===== src/rtl/spi_bridge_pkg.sv =====
// Shared definitions for the SPI request bridge: frame layout, widths,
// response-FSM states and the frame packing helper.
package spi_bridge_pkg;

  localparam int FRAME_W        = 41;
  localparam int ADDR_W         = 8;
  localparam int DATA_W         = 32;
  localparam int FRAME_WR_BIT   = 40;
  localparam int FRAME_ADDR_MSB = 39;
  localparam int FRAME_ADDR_LSB = 32;
  localparam int FRAME_DATA_MSB = 31;
  localparam int FRAME_DATA_LSB = 0;

  localparam logic [DATA_W-1:0] TIMEOUT_DATA = 32'hDEAD_BEEF;

  typedef enum logic [1:0] {
    R_IDLE    = 2'd0,
    R_WAIT    = 2'd1,
    R_DELIVER = 2'd2
  } rsp_state_e;

  // Reads carry no payload, so their data field is forced to zero.
  function automatic logic [FRAME_W-1:0] pack_frame(input logic              wr,
                                                    input logic [ADDR_W-1:0] addr,
                                                    input logic [DATA_W-1:0] wdata);
    logic [FRAME_W-1:0] f;
    f                                 = '0;
    f[FRAME_WR_BIT]                   = wr;
    f[FRAME_ADDR_MSB:FRAME_ADDR_LSB]  = addr;
    f[FRAME_DATA_MSB:FRAME_DATA_LSB]  = wr ? wdata : 32'd0;
    return f;
  endfunction

endpackage


===== src/rtl/spi_tag_fifo.sv =====
// Small FIFO holding the requester index of every outstanding read, in
// issue order; DEPTH must be a power of two.
module spi_tag_fifo
  import spi_bridge_pkg::*;
#(
  parameter int DEPTH = 4,
  parameter int WIDTH = 2
) (
  input  logic             clk,
  input  logic             rst,
  input  logic             push,
  input  logic             pop,
  input  logic [WIDTH-1:0] din,
  output logic [WIDTH-1:0] dout,
  output logic             full,
  output logic             empty
);

  localparam int AW = $clog2(DEPTH);

  logic [WIDTH-1:0] r_mem [DEPTH];
  logic [AW-1:0]    r_wr_ptr;
  logic [AW-1:0]    r_rd_ptr;
  logic [AW:0]      r_count;
  logic             w_push;
  logic             w_pop;

  assign w_push = push & ~full;
  assign w_pop  = pop & ~empty;
  assign full   = (r_count == (AW+1)'(DEPTH));
  assign empty  = (r_count == '0);
  assign dout   = r_mem[r_rd_ptr];

  always_ff @(posedge clk) begin
    if (w_push) begin
      r_mem[r_wr_ptr] <= din;
    end
  end

  // Simultaneous push and pop leaves the occupancy unchanged.
  always_ff @(posedge clk or posedge rst) begin
    if (rst) begin
      r_wr_ptr <= '0;
      r_rd_ptr <= '0;
      r_count  <= '0;
    end else begin
      if (w_push) r_wr_ptr <= r_wr_ptr + 1'b1;
      if (w_pop)  r_rd_ptr <= r_rd_ptr + 1'b1;
      case ({w_push, w_pop})
        2'b10:   r_count <= r_count + 1'b1;
        2'b01:   r_count <= r_count - 1'b1;
        default: r_count <= r_count;
      endcase
    end
  end

endmodule


===== src/rtl/spi_req_arbiter.sv =====
// Round-robin arbiter from N_REQ requesters onto an SPI TX/RX FIFO pair with
// in-order read-response routing. Optional read timeout: SPI_ARB_TIMEOUT_EN.
module spi_req_arbiter
  import spi_bridge_pkg::*;
#(
  parameter int N_REQ       = 4,
  parameter int TAG_DEPTH   = 4,
  parameter int TIMEOUT_CYC = 1024
) (
  input  logic                    SCLK,
  input  logic                    SRESET,
  input  logic [N_REQ-1:0]        req_valid,
  input  logic [N_REQ-1:0]        req_write,
  input  logic [ADDR_W*N_REQ-1:0] req_addr,
  input  logic [DATA_W*N_REQ-1:0] req_wdata,
  output logic [N_REQ-1:0]        req_ready,
  output logic [FRAME_W-1:0]      Tx_FIFO_data_out,
  output logic                    Tx_FIFO_write_en,
  input  logic                    Tx_FIFO_full,
  input  logic [DATA_W-1:0]       Rx_FIFO_data_in,
  output logic                    Rx_FIFO_read_en,
  input  logic                    Rx_FIFO_empty,
  output logic [N_REQ-1:0]        rsp_valid,
  output logic [DATA_W-1:0]       rsp_data,
  output logic                    rsp_err
);

  localparam int TAG_W = $clog2(N_REQ);

  logic [N_REQ-1:0]   w_elig;
  logic [N_REQ-1:0]   w_grant_oh;
  logic [N_REQ-1:0]   w_head_oh;
  logic [TAG_W-1:0]   w_grant_idx;
  logic [TAG_W-1:0]   w_idx;
  logic               w_hit;
  logic               w_found;
  logic               w_gate;
  logic               w_hs;
  logic [FRAME_W-1:0] w_sel_frame;
  logic               w_tag_push;
  logic               w_tag_pop;
  logic               w_tag_full;
  logic               w_tag_empty;
  logic [TAG_W-1:0]   w_tag_head;

  logic [TAG_W-1:0]   r_ptr;
  logic               r_tx_we;
  logic [FRAME_W-1:0] r_frame;

  rsp_state_e         r_state;
  rsp_state_e         w_state_nx;
  logic               r_rd_en;
  logic               w_rd_en_nx;
  logic [N_REQ-1:0]   r_rsp_valid;
  logic [N_REQ-1:0]   w_rsp_valid_nx;
  logic [DATA_W-1:0]  r_rsp_data;
  logic [DATA_W-1:0]  w_rsp_data_nx;

`ifdef SPI_ARB_TIMEOUT_EN
  localparam int TO_W = $clog2(TIMEOUT_CYC + 1);
  logic [TO_W-1:0]    r_to_cnt;
  logic [TO_W-1:0]    w_to_cnt_nx;
  logic               r_rsp_err;
  logic               w_rsp_err_nx;
  assign rsp_err = r_rsp_err;
`else
  assign rsp_err = 1'b0;
`endif

  // A read may only be granted while there is room to remember its owner.
  assign w_elig     = req_valid & (req_write | {N_REQ{~w_tag_full}});
  assign w_gate     = ~SRESET & ~Tx_FIFO_full & ~r_tx_we;
  assign w_hs       = w_found & w_gate;
  assign w_tag_push = w_hs & ~req_write[w_grant_idx];

  // Search starts one past the last granted requester, wrapping at N_REQ.
  always_comb begin
    w_idx       = r_ptr;
    w_hit       = 1'b0;
    w_found     = 1'b0;
    w_grant_idx = '0;
    w_grant_oh  = '0;
    w_sel_frame = '0;
    w_head_oh   = '0;
    for (int k = 0; k < N_REQ; k++) begin
      w_idx       = (w_idx == TAG_W'(N_REQ-1)) ? '0 : w_idx + 1'b1;
      w_hit       = ~w_found & w_elig[w_idx];
      w_grant_idx = w_hit ? w_idx : w_grant_idx;
      w_found     = w_found | w_hit;
    end
    for (int i = 0; i < N_REQ; i++) begin
      w_grant_oh[i] = w_hs & (w_grant_idx == TAG_W'(i));
      w_head_oh[i]  = (w_tag_head == TAG_W'(i));
      w_sel_frame   = w_sel_frame |
                      ((w_grant_idx == TAG_W'(i)) ?
                       pack_frame(req_write[i], req_addr[ADDR_W*i +: ADDR_W],
                                  req_wdata[DATA_W*i +: DATA_W]) : '0);
    end
  end

  assign req_ready = w_grant_oh;

  // Frame register; the write-enable blocks the next grant, giving one frame per 2 cycles.
  always_ff @(posedge SCLK or posedge SRESET) begin
    if (SRESET) begin
      r_ptr   <= TAG_W'(N_REQ-1);
      r_tx_we <= 1'b0;
      r_frame <= '0;
    end else begin
      r_tx_we <= w_hs;
      if (w_hs) begin
        r_ptr   <= w_grant_idx;
        r_frame <= w_sel_frame;
      end
    end
  end

  assign Tx_FIFO_write_en = r_tx_we;
  assign Tx_FIFO_data_out = r_frame;

  spi_tag_fifo #(
    .DEPTH (TAG_DEPTH),
    .WIDTH (TAG_W)
  ) u_tag_fifo (
    .clk   (SCLK),
    .rst   (SRESET),
    .push  (w_tag_push),
    .pop   (w_tag_pop),
    .din   (w_grant_idx),
    .dout  (w_tag_head),
    .full  (w_tag_full),
    .empty (w_tag_empty)
  );

  // R_WAIT spans the pop cycle (r_rd_en high) and the data cycle that follows.
  always_comb begin
    w_state_nx     = r_state;
    w_rd_en_nx     = 1'b0;
    w_rsp_valid_nx = '0;
    w_rsp_data_nx  = r_rsp_data;
    w_tag_pop      = 1'b0;
`ifdef SPI_ARB_TIMEOUT_EN
    w_to_cnt_nx    = r_to_cnt;
    w_rsp_err_nx   = 1'b0;
`endif
    case (r_state)
      R_IDLE: begin
        if (!w_tag_empty && !Rx_FIFO_empty) begin
          w_state_nx = R_WAIT;
          w_rd_en_nx = 1'b1;
`ifdef SPI_ARB_TIMEOUT_EN
          w_to_cnt_nx = '0;
`endif
        end else begin
`ifdef SPI_ARB_TIMEOUT_EN
          if (!w_tag_empty) begin
            if (r_to_cnt == TO_W'(TIMEOUT_CYC-1)) begin
              w_state_nx     = R_DELIVER;
              w_rsp_valid_nx = w_head_oh;
              w_rsp_data_nx  = TIMEOUT_DATA;
              w_rsp_err_nx   = 1'b1;
              w_to_cnt_nx    = '0;
            end else begin
              w_to_cnt_nx = r_to_cnt + 1'b1;
            end
          end else begin
            w_to_cnt_nx = r_to_cnt;
          end
`else
          w_state_nx = R_IDLE;
`endif
        end
      end
      R_WAIT: begin
        if (r_rd_en) begin
          w_state_nx = R_WAIT;
        end else begin
          w_state_nx     = R_DELIVER;
          w_rsp_valid_nx = w_head_oh;
          w_rsp_data_nx  = Rx_FIFO_data_in;
        end
      end
      R_DELIVER: begin
        w_tag_pop  = 1'b1;
        w_state_nx = R_IDLE;
      end
      default: begin
        w_state_nx = R_IDLE;
      end
    endcase
  end

  // Response FSM state and registered response/pop outputs.
  always_ff @(posedge SCLK or posedge SRESET) begin
    if (SRESET) begin
      r_state     <= R_IDLE;
      r_rd_en     <= 1'b0;
      r_rsp_valid <= '0;
      r_rsp_data  <= '0;
`ifdef SPI_ARB_TIMEOUT_EN
      r_to_cnt    <= '0;
      r_rsp_err   <= 1'b0;
`endif
    end else begin
      r_state     <= w_state_nx;
      r_rd_en     <= w_rd_en_nx;
      r_rsp_valid <= w_rsp_valid_nx;
      r_rsp_data  <= w_rsp_data_nx;
`ifdef SPI_ARB_TIMEOUT_EN
      r_to_cnt    <= w_to_cnt_nx;
      r_rsp_err   <= w_rsp_err_nx;
`endif
    end
  end

  assign Rx_FIFO_read_en = r_rd_en;
  assign rsp_valid       = r_rsp_valid;
  assign rsp_data        = r_rsp_data;

endmodule


===== config.mk =====
export PLATFORM = sky130hd
export DESIGN_NAME = spi_req_arbiter
export DESIGN_NICKNAME = d
export VERILOG_FILES = /design/src/rtl/spi_bridge_pkg.sv /design/src/rtl/spi_tag_fifo.sv /design/src/rtl/spi_req_arbiter.sv
export SDC_FILE = /design/constraint.sdc
export NUM_CORES = 1
export LEC_CHECK = 0
export CORE_MARGIN = 5
export CORE_UTILIZATION = 30
export CTS_BUF_LIST = sky130_fd_sc_hd__clkbuf_4
export DETAILED_ROUTE_END_ITERATION = 6
export GPL_ROUTABILITY_DRIVEN = 0
export PLACE_DENSITY = 0.66
export SLEW_MARGIN = 20
export SYNTH_ARGS = -nofsm -noshare
export SYNTH_HDL_FRONTEND = slang
export SYNTH_SLANG_ARGS = --single-unit

===== constraint.sdc =====
create_clock -name SCLK -period 4 [get_ports SCLK]
set_input_delay 0.8 -clock SCLK [delete_from_list [all_inputs] [get_ports SCLK]]
set_output_delay 0.8 -clock SCLK [all_outputs]
set_load 0.005 [all_outputs]

==> results of run 1 <==
[per-stage QoR]
step	setup WS, ns	std cells	power [mW]	TNS [ns]	area [µm²]
floorplan	0.660	444	2.94	0	4910
global placement	-0.0796	945	4.31	-0.154	8120
detailed placement	-0.131	945	4.39	-0.280	8120
CTS	0.0255	961	4.96	0	8260
global route	0.0169	964	5.25	0	8280
finish	0.0828	964	4.91	0	8280
[final timing paths]
| path | from | to | slack (ns) | cells past startpoint |
|---|---|---|---|---|
| min in group asynchronous | SRESET | Tx_FIFO_write_en | 0.82 | 2 |
| hold / removal | r_ptr[1] | r_ptr[1] | 0.48 | 2 |
| setup reg to reg | u_tag_fifo.r_count[0] | u_tag_fifo.r_count[2] | 0.65 | 14 |
| max in group asynchronous | SRESET | rsp_data[21] | 2.46 | 3 |
| setup / recovery | req_write[1] | req_ready[1] | 0.08 | 8 |
| hold reg to reg | r_ptr[1] | r_ptr[1] | 0.48 | 2 |
[worst max-delay path: stages]
cell	delay (ns)
clkdlybuf4s50_1	0.43
or4b_4	0.53
a211o_1	0.35
o221a_2	0.27
nand2_1	0.11
buf_4	0.12
nor3_1	0.04
clkdlybuf4s50_1	0.47
[registers in the layout, summed over array words and instances (netlist names), 2 cells and up]
| register | count |
|---|---|
| u_tag_fifo.r_count | 3 |
| r_state | 2 |
| r_ptr | 2 |
| Tx_FIFO_data_out | 41 |
| u_tag_fifo.r_wr_ptr | 2 |
| rsp_data | 32 |
| u_tag_fifo.r_mem | 8 |
| u_tag_fifo.r_rd_ptr | 2 |
| rsp_valid | 4 |
[logic make-up (layout without fill, tap and decap cells)]
logic type	after synthesis	in the layout	synth area share, %
flip-flops	98	98	50.8
AND/OR/NAND/NOR	99	99	10.4
buffers and inverters	45	347	4.74
multiplexers	36	36	8.76
XOR/XNOR	6	6	1.07
other	1	3	0.0764
adder cells (fa/ha/maj)	7	7	1.94
AO/OA/AOI/OAI	152	152	22.2
[final cells by class]
| class | count | area (µm²) | area share, % |
|---|---|---|---|
| Antenna cell | 2 | 5.00 | 0.0605 |
| Clock buffer | 9 | 67.6 | 0.816 |
| Clock inverter | 7 | 67.6 | 0.816 |
| Inverter | 13 | 53.8 | 0.650 |
| Multi-Input combinational cell | 301 | 2220 | 26.8 |
| Sequential cell | 98 | 2490 | 30.1 |
| Tap cell | 216 | 270 | 3.27 |
| Timing Repair Buffer | 318 | 3100 | 37.5 |
[power groups by stage]
stage	Sequential, mW	Clock [mW]	Combinational, mW
2_1_floorplan	1.70	0	1.24
3_3_place_gp	1.70	0	2.61
3_5_place_dp	1.72	0	2.67
4_1_cts	1.71	0.576	2.68
5_1_grt	1.76	0.601	2.88
6_report	1.71	0.550	2.66
[metal layers]
metal / vias to the layer above / track usage [%]
met5: - / 0
met4: 0 / 6.81
met3: 29 / 5.81
met2: 286 / 32.8
met1: 2382 / 22.1
li1: 2285 / -
[cell usage in the layout, fill, tap and decap left out, drive strengths merged, types with 10 or more instances in the layout]
cell / instances
a222oi: 33
clkdlybuf4s50: 284
dfrtp: 88
inv: 16
nand3: 10
nand2: 16
buf: 32
a21oi: 75
o21ai: 13
nor2: 42
mux2: 33
[synth_stat cells, types with 3 or more instances]
cell      number  share of area, %
xor2_1         3              0.54
a221o_1        6               1.2
nand2_1       16               1.2
nand3_1       10               1.0
or4b_4         3              0.84
buf_4          3              0.46
ha_1           6               1.5
nor2_1        42               3.2
nor3_1         5              0.51
inv_1         12              0.92
dfrtp_1       88                45
mux2_2        32               7.3
buf_2         12               1.2
xnor2_1        3              0.54
o22a_1         6               1.1
o21ai_0       11               1.1
clkbuf_1      11              0.84
a21oi_1       74               7.5
edfxtp_1       8               4.9
buf_6          5               1.1
and2_1         6              0.76
a222oi_1      33               6.7
[what timing repair did]
action,4_1_cts,5_1_grt
resized for setup,4,1
pin swaps,0,1
gates cloned,0,0
endpoints found under the setup margin,2,2
buffers inserted,0,1
==> impl_metrics.csv, run 1 <==
group,metric,value,unit
run,drv_cap,0,
routing,dr.pass1.iters,7,
power_and_ir_drop,power_density,593,mW/mm²
clocking,clock_sinks,98,
clocking,cts-root-buf,"clkbuf_4",
timing,relSlewSlack,52.0,%
critical_path,path_class,"in -> out",
placement,portBuffers,286,
global_route,grt.total_usage,18.9,%
floorplanning,core,0.0160,mm²
global_route,grt_pass1_wl,27900,µm
synthesis,synth.distinct_cells,59,
power_and_ir_drop,pwr-share-comb,54.1,%
timing,fmax,255,MHz
floorplanning,rows,46,
floorplanning,die_h,138,µm
global_route,grt_pass1_vias,5180,
routing,vias_per_cell,5.17,
synthesis,ys_warn_count,0,
power_and_ir_drop,p_sw,1.78,mW
clocking,ctsHoldBuffers,0,
floorplanning,die-area,0.0190,mm²
global_route,grt_start_max_net_pins,78,
critical_path,required,3.20,ns
clocking,htreeDepth,3,
floorplanning,ios,288,
synthesis,syn_nets,655,
routing,wl_met1,7190,µm
floorplanning,initial_core_util,30.7,%
critical_path,start_kind,"primary input",
cells_and_area,nets,952,
power_and_ir_drop,p_clk_share,11.2,%
critical_path,critPathCaptureType,"primary output",
routing,drt_iter0_drc,325,
clocking,clk_latency,0.48,ns
timing,drv_slew,0,
synthesis,seq_area_frac_synth,50.8,%
synthesis,ys_ff_latch,98,
synthesis,synth_ff_type,"dfrtp_1",
synthesis,synth_enable_flop_cells,8,
clocking,path_clk_slew,0.15,ns
timing,rsz0062_at_grt,"false",
critical_path,worstPathArrival,3.12,ns
synthesis,syn_inst,444,
cells_and_area,areaGrowthSynthToFinish,68.5,%
power_and_ir_drop,pwr-share-seq,34.7,%
power_and_ir_drop,vdd_ir_drop_max,272,µV
cells_and_area,fill_cells,1446,
clocking,tritoncts,"built",
routing,route.met3.wl,1960,µm
timing,setup_viol,0,
power_and_ir_drop,internal_power,3.13,mW
cells_and_area,post-route-util,51.7,%
outcome,run_status,"complete, no violations",
synthesis,synth_area,0.00491,mm²
timing,finClkSkew,0.0244,ns
global_route,overflow,0,
floorplanning,die_w,138,µm
clocking,numCtsBuffers,9,
routing,highest_layer,"met4",
timing,whs,0.477,ns
routing,wire_per_inst,19.6,µm
power_and_ir_drop,sw_frac_of_total,36.2,%
placement,detailedPlacementHpwl,14600,µm
timing,worst_pin_slew,0.720,ns
routing,antenna_left,0,
routing,drc_errors,0,
timing,hold_viol_final,0,
min_path,hold_class,"reg -> reg",
timing,fin_crit,3.92,ns
critical_path,path_max_fanout,5,
synthesis,async_reset_ff_share,91.8,%
routing,met2_length,9310,µm
clocking,cts.path.max_buffers,2,
global_route,antenna_found_initial,2,
routing,vias,4982,
routing,drt-total-wl,18900,µm
timing,period_share,97.9,%
synthesis,avgSynthCellArea,11.1,µm²
cells_and_area,drive_gt1_share,14.6,%
power_and_ir_drop,p_leak,3.28,nW
Power figures use the tool's default switching activity.
==> run 2, diff against run 1 <==
- ABC_CLOCK_PERIOD_IN_PS: not set -> 4000
==> results of run 2 <==
The final DEF is identical to that of run 1; final timing and power are the same.
==> run 3, diff against run 2 <==
- CTS_CLUSTER_DIAMETER: not set -> 200
==> results of run 3 <==
The final DEF is identical to that of run 1; final timing and power are the same.
==> edit 1 (settings of run 1) <==
Reset style: synchronous (`SRESET` and `rst`), changed in 3 clocked blocks.
--- a/src/rtl/spi_tag_fifo.sv
+++ b/src/rtl/spi_tag_fifo.sv
@@ -38,7 +38,7 @@
   end
 
   // Simultaneous push and pop leaves the occupancy unchanged.
-  always_ff @(posedge clk or posedge rst) begin
+  always_ff @(posedge clk) begin
     if (rst) begin
       r_wr_ptr <= '0;
       r_rd_ptr <= '0;
--- a/src/rtl/spi_req_arbiter.sv
+++ b/src/rtl/spi_req_arbiter.sv
@@ -101,7 +101,7 @@
   assign req_ready = w_grant_oh;
 
   // Frame register; the write-enable blocks the next grant, giving one frame per 2 cycles.
-  always_ff @(posedge SCLK or posedge SRESET) begin
+  always_ff @(posedge SCLK) begin
     if (SRESET) begin
       r_ptr   <= TAG_W'(N_REQ-1);
       r_tx_we <= 1'b0;
@@ -191,7 +191,7 @@
   end
 
   // Response FSM state and registered response/pop outputs.
-  always_ff @(posedge SCLK or posedge SRESET) begin
+  always_ff @(posedge SCLK) begin
     if (SRESET) begin
       r_state     <= R_IDLE;
       r_rd_en     <= 1'b0;
Formal check against the unedited RTL: differs if SRESET is asserted again (counterexample within 4 cycles, from zero or initial values and one cycle with SRESET high); with SRESET held inactive, the same outputs for 4 cycles.
==> edit 1 against run 1 <==
Sequential cell count grew 2; final area is 1.8% higher; area after synthesis increased by 4.7%; maximum frequency is 0.15% lower; setup slack got worse by 6.0 ps; wire length is 6.4% higher; critical endpoint is now req_ready[2].
Power is not compared: it rests on default switching activity, and its combinational part moved more than twofold at a synthesized area within 25%.
==> edit 1: results (changes against run 1) <==
synth-seq-area-share: 0.4050  # -0.1031
hpwl_um: 15780  # +8.1%
grt_pass1_vias: 5376  # +3.8%
synth.distinct_cells: 63  # +6.8%
synth.area.top_cells: "dfxtp_1 36%, a211oi_2 7.5%, a221oi_2 6.1%, nand2_1 6.1%, a22oi_1 4.8%"
arrival_ps: 3120  # about the same
drv_slew: 0  # unchanged
synth_common_cells: "92 x dfxtp_1, 84 x nand2_1, 58 x nor2_1"
post-place-cells: 1022  # +8.1%
clk_pin_slew_ps: 150  # about the same
clock_latency_ps: 450  # -30 ps
grt_use_total: 0.1928  # +0.003710
drive_gt1_frac: 0.1526  # +0.006513
wl_per_cell_um: 19.29  # -1.5%
grt_pass1_wl_um: 30360  # +8.9%
crit_path_max_fanout: 6  # +1
synth_warnings: 0  # unchanged
cts.path.max_buffers: 2  # unchanged
vias: 5326  # +6.9%
power.internal_mw: 1.749
outcome: "complete, no violations"
skew_ps: 14.93  # -9.449 ps
dr.pass1.iters: 6  # -1
tightest_slew_ps: 837.8  # +117.8 ps
cts_max_level: 3  # unchanged
nNetsFinal: 1025  # +7.7%
synthArstFlopShare: 0  # -0.9184
synth_edf_count: 8  # unchanged
portBuffers: 286  # unchanged
hp-class: "reg -> reg"
synth_flop_cell: "dfxtp_1"
ir_drop_mv: 0.1809
antenna_found_initial: 2  # unchanged
preCtsSetupSlack_ps: -103.7  # +27.45 ps
maxCapViolations: 0  # unchanged
area_delta_synth_final_pct: 63.88
routed_wl_um: 20080  # +6.4%
numCtsBuffers: 9  # unchanged
grt_start_max_net_pins: 89  # +14%
largest_reg_flops: 41  # unchanged
cts-root-buf: "clkbuf_4"
power_frac_clock: 0.274
drt_iter0_markers: 237  # -27%
p_leak_nw: 2.916
syn_nets: 751  # +15%
syn_inst: 540  # +22%
==> edit 1: cell types whose count changed after synthesis, sizes merged, moves of 16 or more <==
| cell | run 1 | this run |
|---|---|---|
| nand2 | 16 | 86 |
| dfrtp | 88 | 0 |
| dfxtp | 0 | 92 |
| a22oi | 1 | 33 |
| a211oi | 4 | 39 |
| a222oi | 33 | 0 |
| nor2 | 42 | 58 |
| mux2 | 33 | 8 |
| a221oi | 0 | 40 |
| a21oi | 75 | 42 |
==> edit 1: logic make-up after synthesis <==
group | count (synthesis) | share of synthesized area
compound gates | 174 | 0.3120
xor+xnor | 4 | 0.006816
fa+ha+maj | 7 | 0.01850
buf+inv | 56 | 0.05914
flops | 100 | 0.4050
mux | 12 | 0.03091
other cells | 1 | 0.0007294
simple gates | 186 | 0.1670
==> edit 1: layer usage <==
layer  routed length, um  up-vias  track usage
met2               10550      193       0.3448
met3                1019       24      0.03827
met4                 361        0      0.05354
met5                   0        -            0
li1                    -     2544            -
met1                8150     2565       0.2353
==> edit 1: timing repair <==
action                                  CTS  global route
gates resized for setup                   1             4
endpoints found under the setup margin    2             2
buffers inserted                          1             0
pin swaps                                 1             0
==> edit 1: final timing paths <==
path,startpoint,endpoint,slack (ps),cells past startpoint
worst max register to register,u_tag_fifo.r_count[0],u_tag_fifo.r_count[2],580,12
worst min-delay path,rsp_data[25],rsp_data[25],460,2
worst max-delay path,req_write[2],req_ready[2],80,7
worst min register to register,rsp_data[25],rsp_data[25],460,2
==> edit 1: power by group through the flow <==
stage / combinational, mW / sequential (mW) / clock [mW]
2_1_floorplan: 0.279 / 1.11 / 0
3_5_place_dp: 0.657 / 1.11 / 0
6_report: 0.661 / 1.09 / 0.661
5_1_grt: 0.710 / 1.10 / 0.734
3_3_place_gp: 0.645 / 1.11 / 0
4_1_cts: 0.664 / 1.09 / 0.694
==> edit 1: metrics by stage <==
stage          area, um2  utilization  hold WS [ps]
6_report            8426       0.5045         462.7
5_1_grt             8426       0.5045         482.6
4_1_cts             8389       0.5023         466.0
3_5_place_dp        8195       0.4907         447.5
3_3_place_gp        8195       0.4907         441.5
2_1_floorplan       5141            -         441.3
==> edit 1: layout make-up <==
type	count	area (um2)
fill	1548	8275
timing repair buffer	307	3035
multi-input combinational	384	2795
sequential	100	2082
tap	220	275.3
clock inverter	7	120.1
clock buffer	9	67.56
inverter	12	45.04
antenna	2	5.005
==> edit 1: worst max-delay path, cell delays in order <==
cell	delay [ps]
clkdlybuf4s50_1	440
or4b_4	550
nand3_1	140
o21ai_0	100
a221o_2	440
and3_1	180
clkdlybuf4s50_1	470
==> edit 2 (flow settings as in run 1) <==
Made on the original files. The option `SPI_ARB_TIMEOUT_EN` is turned on by a define.
--- a/src/rtl/spi_req_arbiter.sv
+++ b/src/rtl/spi_req_arbiter.sv
@@ -1,5 +1,7 @@
 // Round-robin arbiter from N_REQ requesters onto an SPI TX/RX FIFO pair with
 // in-order read-response routing. Optional read timeout: SPI_ARB_TIMEOUT_EN.
+`define SPI_ARB_TIMEOUT_EN
+
 module spi_req_arbiter
   import spi_bridge_pkg::*;
 #(
Formal check against the unedited RTL: no difference found for any inputs over 4 cycles, from zero or initial values and one cycle with SRESET high; that may be too few to reach the edited logic, so the function may still have changed.
==> edit 2 against run 1 <==
Synthesized cell count grew 33%; via count grew 14%; final area increased by 8.3%; area after synthesis grew 14%; setup slack gained 72 ps; sequential power up 6%; sequential cell count grew 12; total power increased by 3.9%; worst hold slack better by 23 ps; wire length grew 8.0%; critical path type unchanged; critical endpoint is now req_ready[2].
==> edit 2: results (changes against run 1) <==
buffer_area_frac: 0.3399  # -0.03471
worstHoldEndpoint: "rsp_data[14]"
hold_start: "rsp_data[14]"
synth.area.top_cells: "dfrtp_1 45%, a21oi_1 8.1%, a222oi_1 5.7%, edfxtp_1 4.3%, nor2_1 3.4%"
outcome: "complete, no violations"
syn_nets: 804  # +23%
timing.slew.headroom: 0.3196  # -0.2004
r2r_start: "r_ptr[0]"
drt_iter0_markers: 405  # +25%
met1_usage: 0.2275  # +0.006743
syn_inst: 592  # +33%
p_seq_mw: 1.81  # +6%
tap_cells: 234  # +8.3%
synth-seq-area-share: 0.4989  # -0.009142
grt_start_max_net_pins: 68  # -13%
wl_met2_um: 9761  # +4.9%
wl_per_cell_um: 18.34  # -6.4%
place_area_mm2: 0.008783  # +8.2%
cp-endpoint: "req_ready[2]"
critPathLaunch: "req_write[2]"
p_clk_uw: 628  # +14%
use_met2: 0.3035  # -0.02429
fill_cells: 1768  # +22%
nClkBuffers: 10  # +1
arrival_ps: 3050  # -70 ps
ir_drop_mv: 0.2300  # -15%
antenna_found_initial: 1  # -1
r2r_cells: 13  # -1
drive_gt1_frac: 0.07754  # -0.06858
power.internal_mw: 3.107  # -0.80%
seqPwrFrac: 0.355  # +0.008
grt_pass1_wl_um: 31440  # +13%
skew_ps: 20.63  # -3.745 ps
max_freq_ghz: 0.2601  # +1.9%
edit 2: cell count changes after synthesis, sizes merged, moves of 12 or more:
cell   change
o21ai     +17
dfrtp     +12
mux2      -32
a21oi     +18
nand2     +33
inv       +26
nor3      +30
edit 2: kinds of logic (layout without fill, tap and decap cells):
group | Yosys count | count (layout) | synth area share
compound gates | 203 | 203 | 0.2439
xor+xnor | 8 | 8 | 0.01251
fa+ha+maj | 8 | 8 | 0.01920
buf+inv | 78 | 363 | 0.05583
flops | 110 | 110 | 0.4989
mux | 4 | 4 | 0.01250
other cells | 0 | 1 | 0
simple gates | 181 | 181 | 0.1572
edit 2: critical path: cells and delay by family:
kind                   cells  cell delay (ps)
buffers and inverters      3             1000
AND/OR/NAND/NOR            3              830
AO/OA/AOI/OAI              2              420
